===== config.mk =====
export PLATFORM = sky130hd
export DESIGN_NAME = cafetera_cambio
export DESIGN_NICKNAME = d
export VERILOG_FILES = /design/src/rtl/cafetera_pkg.sv /design/src/rtl/cafetera_selector_moneda.sv /design/src/rtl/cafetera_cambio.sv
export SDC_FILE = /design/constraint.sdc
export NUM_CORES = 1
export LEC_CHECK = 0
export ABC_CLOCK_PERIOD_IN_PS = 7200
export CORE_MARGIN = 2
export CORE_UTILIZATION = 38
export DETAILED_ROUTE_END_ITERATION = 16
export SETUP_SLACK_MARGIN = 0.5
export SKIP_CTS_REPAIR_TIMING = 1
export SLEW_MARGIN = 25
export SYNTH_ARGS = -nofsm -noshare
export SYNTH_HDL_FRONTEND = slang
export SYNTH_SLANG_ARGS = --single-unit

===== constraint.sdc =====
create_clock -name clk -period 7.2 [get_ports clk]
set_input_delay 1.08 -clock clk [delete_from_list [all_inputs] [get_ports clk]]
set_output_delay 1.08 -clock clk [all_outputs]
set_load 0.1 [all_outputs]

===== src/rtl/cafetera_pkg.sv =====
// Shared constants for the coffee machine payout path: FSM encodings and coin denominations.
// Money is counted in units of 50 colones throughout.
package cafetera_pkg;

    typedef logic [2:0] estado_t;

    localparam estado_t ST_IDLE     = 3'd0;
    localparam estado_t ST_CHECK    = 3'd1;
    localparam estado_t ST_DISPENSE = 3'd2;
    localparam estado_t ST_PICK     = 3'd3;
    localparam estado_t ST_WAIT_ACK = 3'd4;
    localparam estado_t ST_FINISH   = 3'd5;
    localparam estado_t ST_FAULT    = 3'd6;

    localparam logic [1:0] MONEDA_50  = 2'd0;
    localparam logic [1:0] MONEDA_100 = 2'd1;
    localparam logic [1:0] MONEDA_200 = 2'd2;
    localparam logic [1:0] MONEDA_500 = 2'd3;

    // Indexed by coin_type: 1, 2, 4 and 10 units.
    localparam logic [3:0][3:0] VALOR_MONEDA = {4'd10, 4'd4, 4'd2, 4'd1};

endpackage


===== src/rtl/cafetera_selector_moneda.sv =====
// Greedy coin picker: largest available denomination that still fits in the remaining change.
// Purely combinational; valid is low when no stocked coin fits.
module cafetera_selector_moneda
    import cafetera_pkg::*;
#(
    parameter int W = 8
) (
    input  logic [W-1:0] remaining,
    input  logic [3:0]   hopper_empty,
    output logic [1:0]   coin_type,
    output logic         valid
);

    always_comb begin
        coin_type = MONEDA_50;
        valid     = 1'b0;
        // Ascending scan so the largest qualifying denomination overwrites smaller ones.
        for (int i = 0; i < 4; i++) begin
            if (!hopper_empty[i] && (W'(VALOR_MONEDA[i]) <= remaining)) begin
                coin_type = 2'(i);
                valid     = 1'b1;
            end
        end
    end

endmodule


===== src/rtl/cafetera_cambio.sv =====
// Payout controller: checks credit against price, drives the drink valve, then pays change
// coin by coin through the hopper req/ack handshake; a hopper timeout or empty stock latches FAULT.
module cafetera_cambio
    import cafetera_pkg::*;
#(
    parameter int W           = 8,
    parameter int DISP_CYCLES = 4,
    parameter int ACK_TIMEOUT = 255
) (
    input  logic         clk,
    input  logic         rst_n,
    input  logic         start,
    input  logic [W-1:0] credito,
    input  logic [W-1:0] precio,
    input  logic [3:0]   hopper_empty,
    input  logic         coin_ack,
    output logic         coin_req,
    output logic [1:0]   coin_type,
    output logic         dispense_en,
    output logic         busy,
    output logic         done,
    output logic         error,
    output logic         fault,
    output logic [W-1:0] cambio_restante
);

    localparam int DW = (DISP_CYCLES > 1) ? $clog2(DISP_CYCLES) : 1;
    localparam int TW = (ACK_TIMEOUT > 1) ? $clog2(ACK_TIMEOUT) : 1;

    estado_t        state;
    logic [W-1:0]   cred_q;
    logic [W-1:0]   prec_q;
    logic [W-1:0]   rem_q;
    logic [1:0]     coin_type_q;
    logic [DW-1:0]  disp_cnt;
    logic [TW-1:0]  to_cnt;

    logic           pago_ok;
    logic [W-1:0]   check_rem;
    logic [1:0]     sel_type;
    logic           sel_valid;

    assign pago_ok   = (cred_q >= prec_q);
    assign check_rem = pago_ok ? (cred_q - prec_q) : cred_q;

    cafetera_selector_moneda #(.W(W)) u_selector (
        .remaining    (rem_q),
        .hopper_empty (hopper_empty),
        .coin_type    (sel_type),
        .valid        (sel_valid)
    );

    always_ff @(posedge clk or negedge rst_n) begin
        if (!rst_n) begin
            state       <= ST_IDLE;
            cred_q      <= '0;
            prec_q      <= '0;
            rem_q       <= '0;
            coin_type_q <= MONEDA_50;
            disp_cnt    <= '0;
            to_cnt      <= '0;
        end else begin
            case (state)
                ST_IDLE: begin
                    if (start) begin
                        cred_q <= credito;
                        prec_q <= precio;
                        state  <= ST_CHECK;
                    end
                end
                ST_CHECK: begin
                    rem_q <= check_rem;
                    if (pago_ok) begin
                        disp_cnt <= '0;
                        state    <= ST_DISPENSE;
                    end else begin
                        state <= ST_PICK;
                    end
                end
                ST_DISPENSE: begin
                    if (disp_cnt == DW'(DISP_CYCLES - 1)) begin
                        state <= ST_PICK;
                    end else begin
                        disp_cnt <= disp_cnt + 1'b1;
                    end
                end
                ST_PICK: begin
                    if (rem_q == '0) begin
                        state <= ST_FINISH;
                    end else if (sel_valid) begin
                        coin_type_q <= sel_type;
                        to_cnt      <= '0;
                        state       <= ST_WAIT_ACK;
                    end else begin
                        state <= ST_FAULT;
                    end
                end
                ST_WAIT_ACK: begin
                    // An ack arriving on the last allowed cycle still counts.
                    if (coin_ack) begin
                        rem_q <= rem_q - W'(VALOR_MONEDA[coin_type_q]);
                        state <= ST_PICK;
                    end else if (to_cnt == TW'(ACK_TIMEOUT - 1)) begin
                        state <= ST_FAULT;
                    end else begin
                        to_cnt <= to_cnt + 1'b1;
                    end
                end
                ST_FINISH: state <= ST_IDLE;
                ST_FAULT:  state <= ST_FAULT;
                default:   state <= ST_IDLE;
            endcase
        end
    end

    // Outputs decode the state register directly so reset clears them without a clock edge.
    assign coin_req        = (state == ST_WAIT_ACK);
    assign coin_type       = coin_type_q;
    assign dispense_en     = (state == ST_DISPENSE);
    assign busy            = (state != ST_IDLE) && (state != ST_FAULT);
    assign done            = (state == ST_FINISH);
    assign error           = (state == ST_CHECK) && !pago_ok;
    assign fault           = (state == ST_FAULT);
    assign cambio_restante = (state == ST_CHECK) ? check_rem : rem_q;

endmodule


==> flow_metrics.env, run 1 <==
export IMPL_mostFrequentLayoutCell="dfrtp_1"
export IMPL_floorplan_initialDensity_pct=39.1
export IMPL_cts_buffers=5
export IMPL_routed_wl_mm=6.66
export IMPL_floorplan_die_area_mm2=0.00817
export IMPL_cts_htree_levels=2
export IMPL_min_delay_path_class="reg2reg"
export IMPL_floorplan_die_height_um=90.4
export IMPL_maximum_fanout_along_the_worst_path=9
export IMPL_postSynthRegisterBits=39
export IMPL_syn_area_mm2=0.00284
export IMPL_crit_buf_inv=2
export IMPL_regToRegEndpoint="rem_q[7]$_DFFE_PN0P_"
export IMPL_synth_async_sr_flop_share_pct=100
export IMPL_final_hold_viol_count=0
export IMPL_clkTransAtPathRegs_ns=0.09
export IMPL_timing_critical_path_mode_cell="a21oi_1"
export IMPL_cap_viol_max_count=0
export IMPL_status="finished, final reports clean"
export IMPL_routed_via_density=5.47
export IMPL_slew_headroom_pct=35.3
export IMPL_crit_slowest_cell="clkdlybuf4s50_1"
export IMPL_postSynthAreaPerCell_um2=8.54
export IMPL_hp_start="disp_cnt[1]$_DFFE_PN0P_"
export IMPL_detailedRoute_firstIterationViolations=117
export IMPL_routedWlPerCell_um=14.3
export IMPL_grt_start_max_net_pins=40
export IMPL_placement_rows=31
export IMPL_placedInstanceArea_mm2=0.00330
export IMPL_worst_endpoint_required_ns=6.12
export IMPL_slew_violations=0
export IMPL_clkLatencyLatePin_ns=0.30
export IMPL_postSynthNetCount=373
export IMPL_ys_warn_count=0
export IMPL_netlist_cell_type_count=58
export IMPL_reg2reg_setup_slack_ns=4.52
export IMPL_insertedDiodeCount=0
export IMPL_drive_above_1_share_pct=7.63
export IMPL_detail_route_first_pass_iterations=4
export IMPL_timing_setup_tns_ns=0
export IMPL_postRouteAntennaNets=0
export IMPL_endpoint_kind="output pin"
export IMPL_die_span_in_x_um=90.4
export IMPL_globalRouteOverflowTotal=0
export IMPL_worst_setup_path_start_kind="flop"
export IMPL_via_count=2550
export IMPL_r2r_cells=9
export IMPL_via_count_of_the_first_global_routing_pass=2404
export IMPL_port_buffers=39
export IMPL_final_min_clock_period_ns=4.91
export IMPL_postSynthCellCount=332
export IMPL_clockRootBuffer="clkbuf_8"
export IMPL_synth_edf_count=0
export IMPL_most_common_layout_cells="dfrtp_1 (39), clkdlybuf4s50_1 (38), o21ai_0 (35)"
export IMPL_post_dp_hpwl_mm=4.94
export IMPL_critical_path_class="reg2out"
export IMPL_primary_flip_flop_cell_chosen_by_synthesis_mapping="dfrtp_1"
export IMPL_path_cells="inv_1 > ha_1 > fa_1 > nand2b_1 > a211oi_1 > o31ai_2 > a21oi_1 > a21oi_1 > o21ai_0 > clkdlybuf4s50_1"
export IMPL_num_nets_final=407
export IMPL_wire_length_of_the_first_global_routing_pass_mm=11.5
export IMPL_place_congestion=0.872
export IMPL_drc=0
export IMPL_critical_path_top_delay_family="buffers and inverters"
export IMPL_post_route_clock_period_utilization_pct=68.2
export IMPL_ioPinCount=40
export IMPL_finalInstanceArea_mm2=0.00344
export IMPL_grt_use_total_pct=17.3
export IMPL_cts_sinks=39
export IMPL_layout_area_overhead_vs_synth_pct=21.3
export IMPL_rsz0062_at_grt="false"
export IMPL_max_stage_delay_ns=1.19
export IMPL_max_clock_path_buffers=2
export IMPL_design_core_area_mm2=0.00725
export IMPL_min_path_cells=1
export IMPL_max_freq_ghz=0.204
export IMPL_worst_endpoint_arrival_ns=3.83
export IMPL_timing_final_setup_violations=0
export IMPL_worst_clk_skew_ns=0.0131
export IMPL_regToRegStartpoint="cred_q[0]$_DFFE_PN0P_"
export IMPL_cts_tree="done"
export IMPL_min_to="disp_cnt[1]$_DFFE_PN0P_"
export IMPL_grt_antenna_before_repair=0
export IMPL_max_slew_worst_pin_slew_ns=0.967
export IMPL_yosysSeqAreaShare_pct=34.4
==> final cells by class <==
| class | instances | area (um2) |
|---|---|---|
| fill | 725 | 3810 |
| multi-input combinational | 259 | 1730 |
| sequential | 39 | 976 |
| timing repair buffer | 40 | 395 |
| tap | 99 | 124 |
| inverter | 21 | 78.8 |
| clock buffer | 6 | 72.6 |
| clock inverter | 2 | 60.1 |
==> worst max path at each step <==
stage                                from            endpoint  slack (ns)  cells past startpoint
finish              cred_q[0]$_DFFE_PN0P_  cambio_restante[0]        2.29                     10
detailed placement  cred_q[5]$_DFFE_PN0P_  cambio_restante[3]        2.62                      8
floorplan           cred_q[0]$_DFFE_PN0P_  cambio_restante[3]        2.16                      9
CTS                 cred_q[5]$_DFFE_PN0P_  cambio_restante[3]        2.27                      8
global route        cred_q[6]$_DFFE_PN0P_  cambio_restante[3]        2.07                      8
global placement    cred_q[0]$_DFFE_PN0P_  cambio_restante[3]        2.65                     10
==> cell usage after synthesis (all sizes together), types with 4 or more instances <==
cell	n	share of area [%]
nand3b	4	1.1
dfrtp	39	34
nand2b	8	1.8
or3	6	1.3
mux2i	4	1.4
a21oi	20	3.5
mux2	12	4.8
nor2b	9	2.0
and3	4	0.88
a31oi	4	0.88
nand2	31	4.1
o211ai	5	1.3
ha	15	6.6
clkbuf	9	1.2
a211oi	4	1.2
o21ai	36	6.5
nand3	10	1.8
buf	4	0.93
xor2	6	1.9
nor2	21	2.8
xnor2	5	1.5
nor3	8	1.4
inv	21	2.8
==> worst register-to-register path: cells and delay by family, from the launching register on <==
family,cells,cell delay (ns)
compound gates,4,1.12
fa+ha+maj,2,0.63
buf+inv,1,0.06
flops,1,0.36
simple gates,2,0.37
==> metal layers <==
metal / global-route usage [%] / vias to the layer above / part of all wire [%]
met4: 6.15 / 0 / 1.9
met3: 3.09 / 10 / 3.9
met5: 0 / - / 0
li1: - / 1269 / -
met2: 27.4 / 62 / 45
met1: 23.7 / 1209 / 49
==> sequential cells by signal, indices dropped and copies added, names as in the netlist <==
| name | count |
|---|---|
| coin_type | 2 |
| disp_cnt | 2 |
| to_cnt | 8 |
| prec_q | 8 |
| rem_q | 8 |
| state | 3 |
| cred_q | 8 |
==> metrics by stage <==
stage               instances  util, %  setup WS [ns]  hold WS, ns
floorplan                 332        -           2.16        0.470
global placement          458     45.5           2.65        0.491
detailed placement        458     45.6           2.62        0.496
CTS                       466     47.4           2.27        0.516
global route              466     47.4           2.07        0.552
finish                    466     47.4           2.29        0.515
==> cells by family after synthesis <==
logic type,Yosys count,synth area share (%)
AO/OA/AOI/OAI,99,22.3
multiplexers,16,6.18
XOR/XNOR,11,3.40
AND/OR/NAND/NOR,116,20.7
adder cells (fa/ha/maj),17,8.03
buffers and inverters,34,4.90
flip-flops,39,34.4
Power of run 1 is not shown: default switching activity piles up to over one toggle a cycle in this logic, so the estimate is an artifact.
==> inputs of run 2 (changes only) <==
--- a/config.mk
+++ b/config.mk
@@ -5,7 +5,7 @@
 export SDC_FILE = /design/constraint.sdc
 export NUM_CORES = 1
 export LEC_CHECK = 0
-export ABC_CLOCK_PERIOD_IN_PS = 7200
+export ABC_CLOCK_PERIOD_IN_PS = 4600
 export CORE_MARGIN = 2
 export CORE_UTILIZATION = 38
 export DETAILED_ROUTE_END_ITERATION = 16
==> constraint.sdc (replaced) <==
create_clock -name clk -period 4.6 [get_ports clk]
set_input_delay 0.69 -clock clk [delete_from_list [all_inputs] [get_ports clk]]
set_output_delay 0.69 -clock clk [all_outputs]
set_load 0.1 [all_outputs]
==> run 2 against run 1 <==
Net effect:
- clock skew about the same
- hold slack worse by 0.16 ns
- sequential share of layout area increased by 0.34 points
- core utilization is 0.57 points lower
- first-iteration DRC count is 19% lower
- clock-buffer cell count decreased by 1
- critical endpoint is now cambio_restante[3]
==> flow_metrics.env, run 2 (synthesis gave the netlist of run 1 again) <==
export IMPL_design_core_area_mm2=0.00725
export IMPL_worst_setup_path_start_kind="flop"
export IMPL_floorplan_initialDensity_pct=39.1
export IMPL_status="finished, final reports clean"
export IMPL_critical_path_class="reg2out"
export IMPL_final_cell_utilization_of_the_core_pct=46.9
export IMPL_final_min_clock_period_ns=3.67
export IMPL_reg2reg_setup_slack_ns=2.01
export IMPL_worst_clk_skew_ns=0.0128
export IMPL_max_clock_path_buffers=2
export IMPL_drive_above_1_share_pct=10.4
export IMPL_clkLatencyLatePin_ns=0.30
export IMPL_timing_final_setup_violations=0
export IMPL_detailedRoute_firstIterationViolations=95
export IMPL_r2r_cells=9
export IMPL_worst_endpoint_required_ns=3.91
export IMPL_die_span_in_x_um=90.4
export IMPL_rsz0062_at_grt="false"
export IMPL_cts_buffers=5
export IMPL_insertedDiodeCount=0
export IMPL_clockRootBuffer="clkbuf_8"
export IMPL_detail_route_first_pass_iterations=5
export IMPL_post_route_clock_period_utilization_pct=79.9
export IMPL_regToRegEndpoint="rem_q[7]$_DFFE_PN0P_"
export IMPL_final_hold_viol_count=0
export IMPL_slew_violations=0
export IMPL_routed_wl_mm=6.77
export IMPL_maximum_fanout_along_the_worst_path=9
export IMPL_mostFrequentLayoutCell="dfrtp_1"
export IMPL_final_hold_worst_slack_ns=0.360
export IMPL_port_buffers=39
export IMPL_grt_use_total_pct=16.9
export IMPL_floorplan_die_height_um=90.4
export IMPL_cap_viol_max_count=0
export IMPL_routed_via_density=5.40
export IMPL_wire_length_of_the_first_global_routing_pass_mm=11.3
export IMPL_clkTransAtPathRegs_ns=0.09
export IMPL_postRouteAntennaNets=0
export IMPL_max_slew_worst_pin_slew_ns=0.966
export IMPL_routedWlPerCell_um=14.5
export IMPL_via_count_of_the_first_global_routing_pass=2282
export IMPL_cts_tree="done"
export IMPL_cts_sinks=39
export IMPL_via_count=2518
export IMPL_finalInstanceArea_mm2=0.00340
export IMPL_ioPinCount=40
export IMPL_slew_headroom_pct=35.4
export IMPL_placement_rows=31
export IMPL_post_dp_hpwl_mm=5.00
export IMPL_globalRouteOverflowTotal=0
export IMPL_grt_antenna_before_repair=0
export IMPL_most_common_layout_cells="dfrtp_1 (39), nand2_1 (31), o21ai_0 (30)"
export IMPL_drc=0
export IMPL_place_congestion=0.854
export IMPL_grt_start_max_net_pins=40
export IMPL_cts_htree_levels=2
export IMPL_min_delay_path_class="in2async"
export IMPL_floorplan_die_area_mm2=0.00817
export IMPL_max_freq_ghz=0.272
export IMPL_layout_area_overhead_vs_synth_pct=19.9
export IMPL_num_nets_final=408
export IMPL_regToRegStartpoint="cred_q[0]$_DFFE_PN0P_"
export IMPL_critPathLaunch="cred_q[0]$_DFFE_PN0P_"
export IMPL_placedInstanceArea_mm2=0.00329
export IMPL_timing_setup_tns_ns=0
export IMPL_endpoint_kind="output pin"
export IMPL_crit_path_end="cambio_restante[3]"
export IMPL_worst_endpoint_arrival_ns=2.98
-- run 2: cell types whose count changed in the layout (fill, tap and decap cells not counted), sizes merged --
cell and change:
buf +10, clkdlybuf4s50 -9, bufinv -1, clkbuf -1, clkinvlp +1
-- run 2: critical path, cell delays in order, from the launching register on --
cell	delay, ns
dfrtp_1	0.36
inv_1	0.06
ha_1	0.22
fa_1	0.39
nand2b_1	0.17
a211oi_1	0.37
o31ai_2	0.22
nand2_1	0.20
mux2i_1	0.34
o21ai_1	0.11
buf_4	0.26
-- run 2: worst min path at each step --
stage,from,endpoint,slack (ns)
global placement,disp_cnt[1]$_DFFE_PN0P_,disp_cnt[1]$_DFFE_PN0P_,0.49
detailed placement,disp_cnt[1]$_DFFE_PN0P_,disp_cnt[1]$_DFFE_PN0P_,0.50
global route,rst_n,coin_type[1]$_DFFE_PN0P_,0.40
CTS,disp_cnt[1]$_DFFE_PN0P_,disp_cnt[1]$_DFFE_PN0P_,0.52
floorplan,rst_n,coin_type[0]$_DFFE_PN0P_,0.39
finish,rst_n,cred_q[4]$_DFFE_PN0P_,0.36
-- run 2: area by class of cell --
class	instances	area, um2
clock buffers	5	68.8
clock inverters	2	37.5
fillers	732	3850
inverters	21	78.8
multi-input cells	259	1730
flip-flops and latches	39	976
well taps	99	124
repair buffers	41	380
-- run 2: per-stage QoR --
stage / cells / setup WS, ns
floorplan: 332 / 0.596
global placement: 459 / 1.30
detailed placement: 459 / 1.27
CTS: 466 / 0.946
global route: 466 / 0.777
finish: 466 / 0.926
-- run 2: layer usage --
| metal | vias up | GRT usage [%] | wire, um |
|---|---|---|---|
| li1 | 1268 | - | - |
| met1 | 1173 | 24.7 | 3350 |
| met2 | 68 | 25.6 | 2980 |
| met3 | 9 | 3.09 | 326 |
| met4 | 0 | 4.74 | 109 |
| met5 | - | 0 | 0 |
Power of run 2 is left out for the same reason.
==> inputs of run 3 (changes only) <==
--- a/config.mk
+++ b/config.mk
@@ -5,7 +5,7 @@
 export SDC_FILE = /design/constraint.sdc
 export NUM_CORES = 1
 export LEC_CHECK = 0
-export ABC_CLOCK_PERIOD_IN_PS = 4600
+export ABC_CLOCK_PERIOD_IN_PS = 3400
 export CORE_MARGIN = 2
 export CORE_UTILIZATION = 38
 export DETAILED_ROUTE_END_ITERATION = 16
==> constraint.sdc (replaced) <==
create_clock -name clk -period 3.4 [get_ports clk]
set_input_delay 0.51 -clock clk [delete_from_list [all_inputs] [get_ports clk]]
set_output_delay 0.51 -clock clk [all_outputs]
set_load 0.1 [all_outputs]
==> run 3 against run 2 <==
Net effect:
- routed wire length grew 6.7%
- hold slack got worse by 0.18 ns
- first-iteration DRC count increased by 24%
- register-to-register slack worse by 1.1 ns
- non-clock buffer count increased by 7
- die area stayed put
- clock-buffer cell count grew 1
- setup slack got worse by 0.72 ns
- critical path depth is the same
- final area is 14% higher
- sequential cell count unchanged
- critical path type unchanged
- largest cell class unchanged
==> flow_metrics.env, run 3 (synthesis gave the netlist of run 1 again) <==
export IMPL_via_count=2651
export IMPL_via_count_of_the_first_global_routing_pass=2400
export IMPL_floorplan_die_height_um=90.4
export IMPL_max_freq_ghz=0.313
export IMPL_design_core_area_mm2=0.00725
export IMPL_routed_wl_mm=7.22
export IMPL_reg2reg_setup_slack_ns=0.90
export IMPL_regToRegEndpoint="rem_q[7]$_DFFE_PN0P_"
export IMPL_maximum_fanout_along_the_worst_path=4
export IMPL_place_ws_ns=0.407
export IMPL_number_of_standard_cells_in_the_final_layout_excluding_fillers=475
export IMPL_floorplan_die_area_mm2=0.00817
export IMPL_grt_use_total_pct=16.9
export IMPL_slew_headroom_pct=35.9
export IMPL_cts_tree="done"
export IMPL_final_min_clock_period_ns=3.19
export IMPL_floorplan_initialDensity_pct=39.1
export IMPL_insertedDiodeCount=0
export IMPL_status="finished, final reports clean"
export IMPL_place_congestion=0.851
export IMPL_routedWlPerCell_um=15.2
export IMPL_final_cell_utilization_of_the_core_pct=53.3
export IMPL_clkLatencyLatePin_ns=0.30
export IMPL_cap_viol_max_count=0
export IMPL_max_clock_path_buffers=2
export IMPL_final_hold_viol_count=0
export IMPL_rsz0062_at_grt="true"
export IMPL_timing_setup_tns_ns=0
export IMPL_regToRegStartpoint="cred_q[0]$_DFFE_PN0P_"
export IMPL_min_delay_path_class="in2async"
export IMPL_critPathLaunch="cred_q[0]$_DFFE_PN0P_"
export IMPL_globalRouteOverflowTotal=0
export IMPL_most_common_layout_cells="dfrtp_1 (38), nand2_1 (29), o21ai_0 (29)"
export IMPL_clkTransAtPathRegs_ns=0.08
export IMPL_endpoint_kind="output pin"
export IMPL_post_dp_hpwl_mm=5.01
export IMPL_worst_setup_path_start_kind="flop"
export IMPL_detail_route_first_pass_iterations=4
export IMPL_detailedRoute_firstIterationViolations=118
export IMPL_max_slew_worst_pin_slew_ns=0.958
export IMPL_num_nets_final=416
export IMPL_mostFrequentLayoutCell="dfrtp_1"
export IMPL_slew_violations=0
export IMPL_drc=0
export IMPL_postRouteAntennaNets=0
export IMPL_r2r_cells=9
export IMPL_port_buffers=39
export IMPL_fillCellCount=670
export IMPL_cts_buffers=5
export IMPL_cts_htree_levels=2
export IMPL_grt_start_max_net_pins=40
export IMPL_grt_antenna_before_repair=0
export IMPL_die_span_in_x_um=90.4
export IMPL_post_route_clock_period_utilization_pct=94.0
export IMPL_routed_via_density=5.58
export IMPL_worst_clk_skew_ns=0.00975
export IMPL_timing_final_setup_violations=0
export IMPL_placement_rows=31
export IMPL_worst_endpoint_required_ns=2.89
export IMPL_layout_area_overhead_vs_synth_pct=36.3
export IMPL_worst_endpoint_arrival_ns=2.68
export IMPL_layout_setup_ws_ns=0.205
export IMPL_placedCellCount=460
export IMPL_clockRootBuffer="clkbuf_8"
export IMPL_cts_sinks=39
export IMPL_wire_length_of_the_first_global_routing_pass_mm=11.5
export IMPL_critical_path_class="reg2out"
export IMPL_ioPinCount=40
export IMPL_drive_above_1_share_pct=24.2
==> run 3: changes by cell type in the layout (fill, tap and decap cells not counted), moves of 3 or more <==
cell             delta
buf_12              +9
a21oi_1             -6
o21ai_4             +6
clkdlybuf4s50_1     -5
o21ai_1             -5
ha_1                -4
nor2_1              -4
a21oi_2             +3
a21oi_4             +3
buf_4               +3
ha_2                +3
==> run 3: cell type report <==
| class | instances | area, um2 | area share (%) |
|---|---|---|---|
| clock buffers | 6 | 82.6 | 2.14 |
| clock inverters | 2 | 35.0 | 0.907 |
| inverters | 21 | 78.8 | 2.04 |
| multi-input cells | 260 | 2030 | 52.6 |
| flip-flops and latches | 39 | 977 | 25.3 |
| well taps | 99 | 124 | 3.21 |
| repair buffers | 48 | 533 | 13.8 |
==> run 3: through the flow <==
stage,hold slack [ns],instance area [um2]
floorplan,0.214,2920
CTS,0.382,3600
detailed placement,0.493,3480
global route,0.229,3860
global placement,0.490,3470
finish,0.179,3860
==> run 3: critical path: stages (launching register included) <==
cell and delay (ns):
dfrtp_1 0.37, inv_2 0.06, ha_4 0.16, fa_2 0.38, nand2b_4 0.16, a211oi_4 0.37, or3_4 0.24, a31oi_4 0.09
and3_4 0.20, o21ai_4 0.17, buf_12 0.19
==> run 3: worst max path at each step <==
stage | endpoint | slack [ns] | cells past startpoint
2_1_floorplan | cambio_restante[3] | 0.50 | 9
3_5_place_dp | cambio_restante[5] | 0.41 | 10
5_1_grt | cambio_restante[4] | 0.11 | 9
3_3_place_gp | cambio_restante[5] | 0.47 | 10
6_report | cambio_restante[2] | 0.21 | 10
4_1_cts | cambio_restante[4] | 0.02 | 8
==> run 3: routing by layer <==
metal	up-vias	share of wire (%)	wire, um	track usage [%]
met5	-	0	0	0
met4	0	0.73	53	3.21
met3	5	3.4	249	3.17
met2	56	48	3470	27.8
met1	1297	48	3450	23.4
li1	1293	-	-	-
Power of run 3 is left out for the same reason.
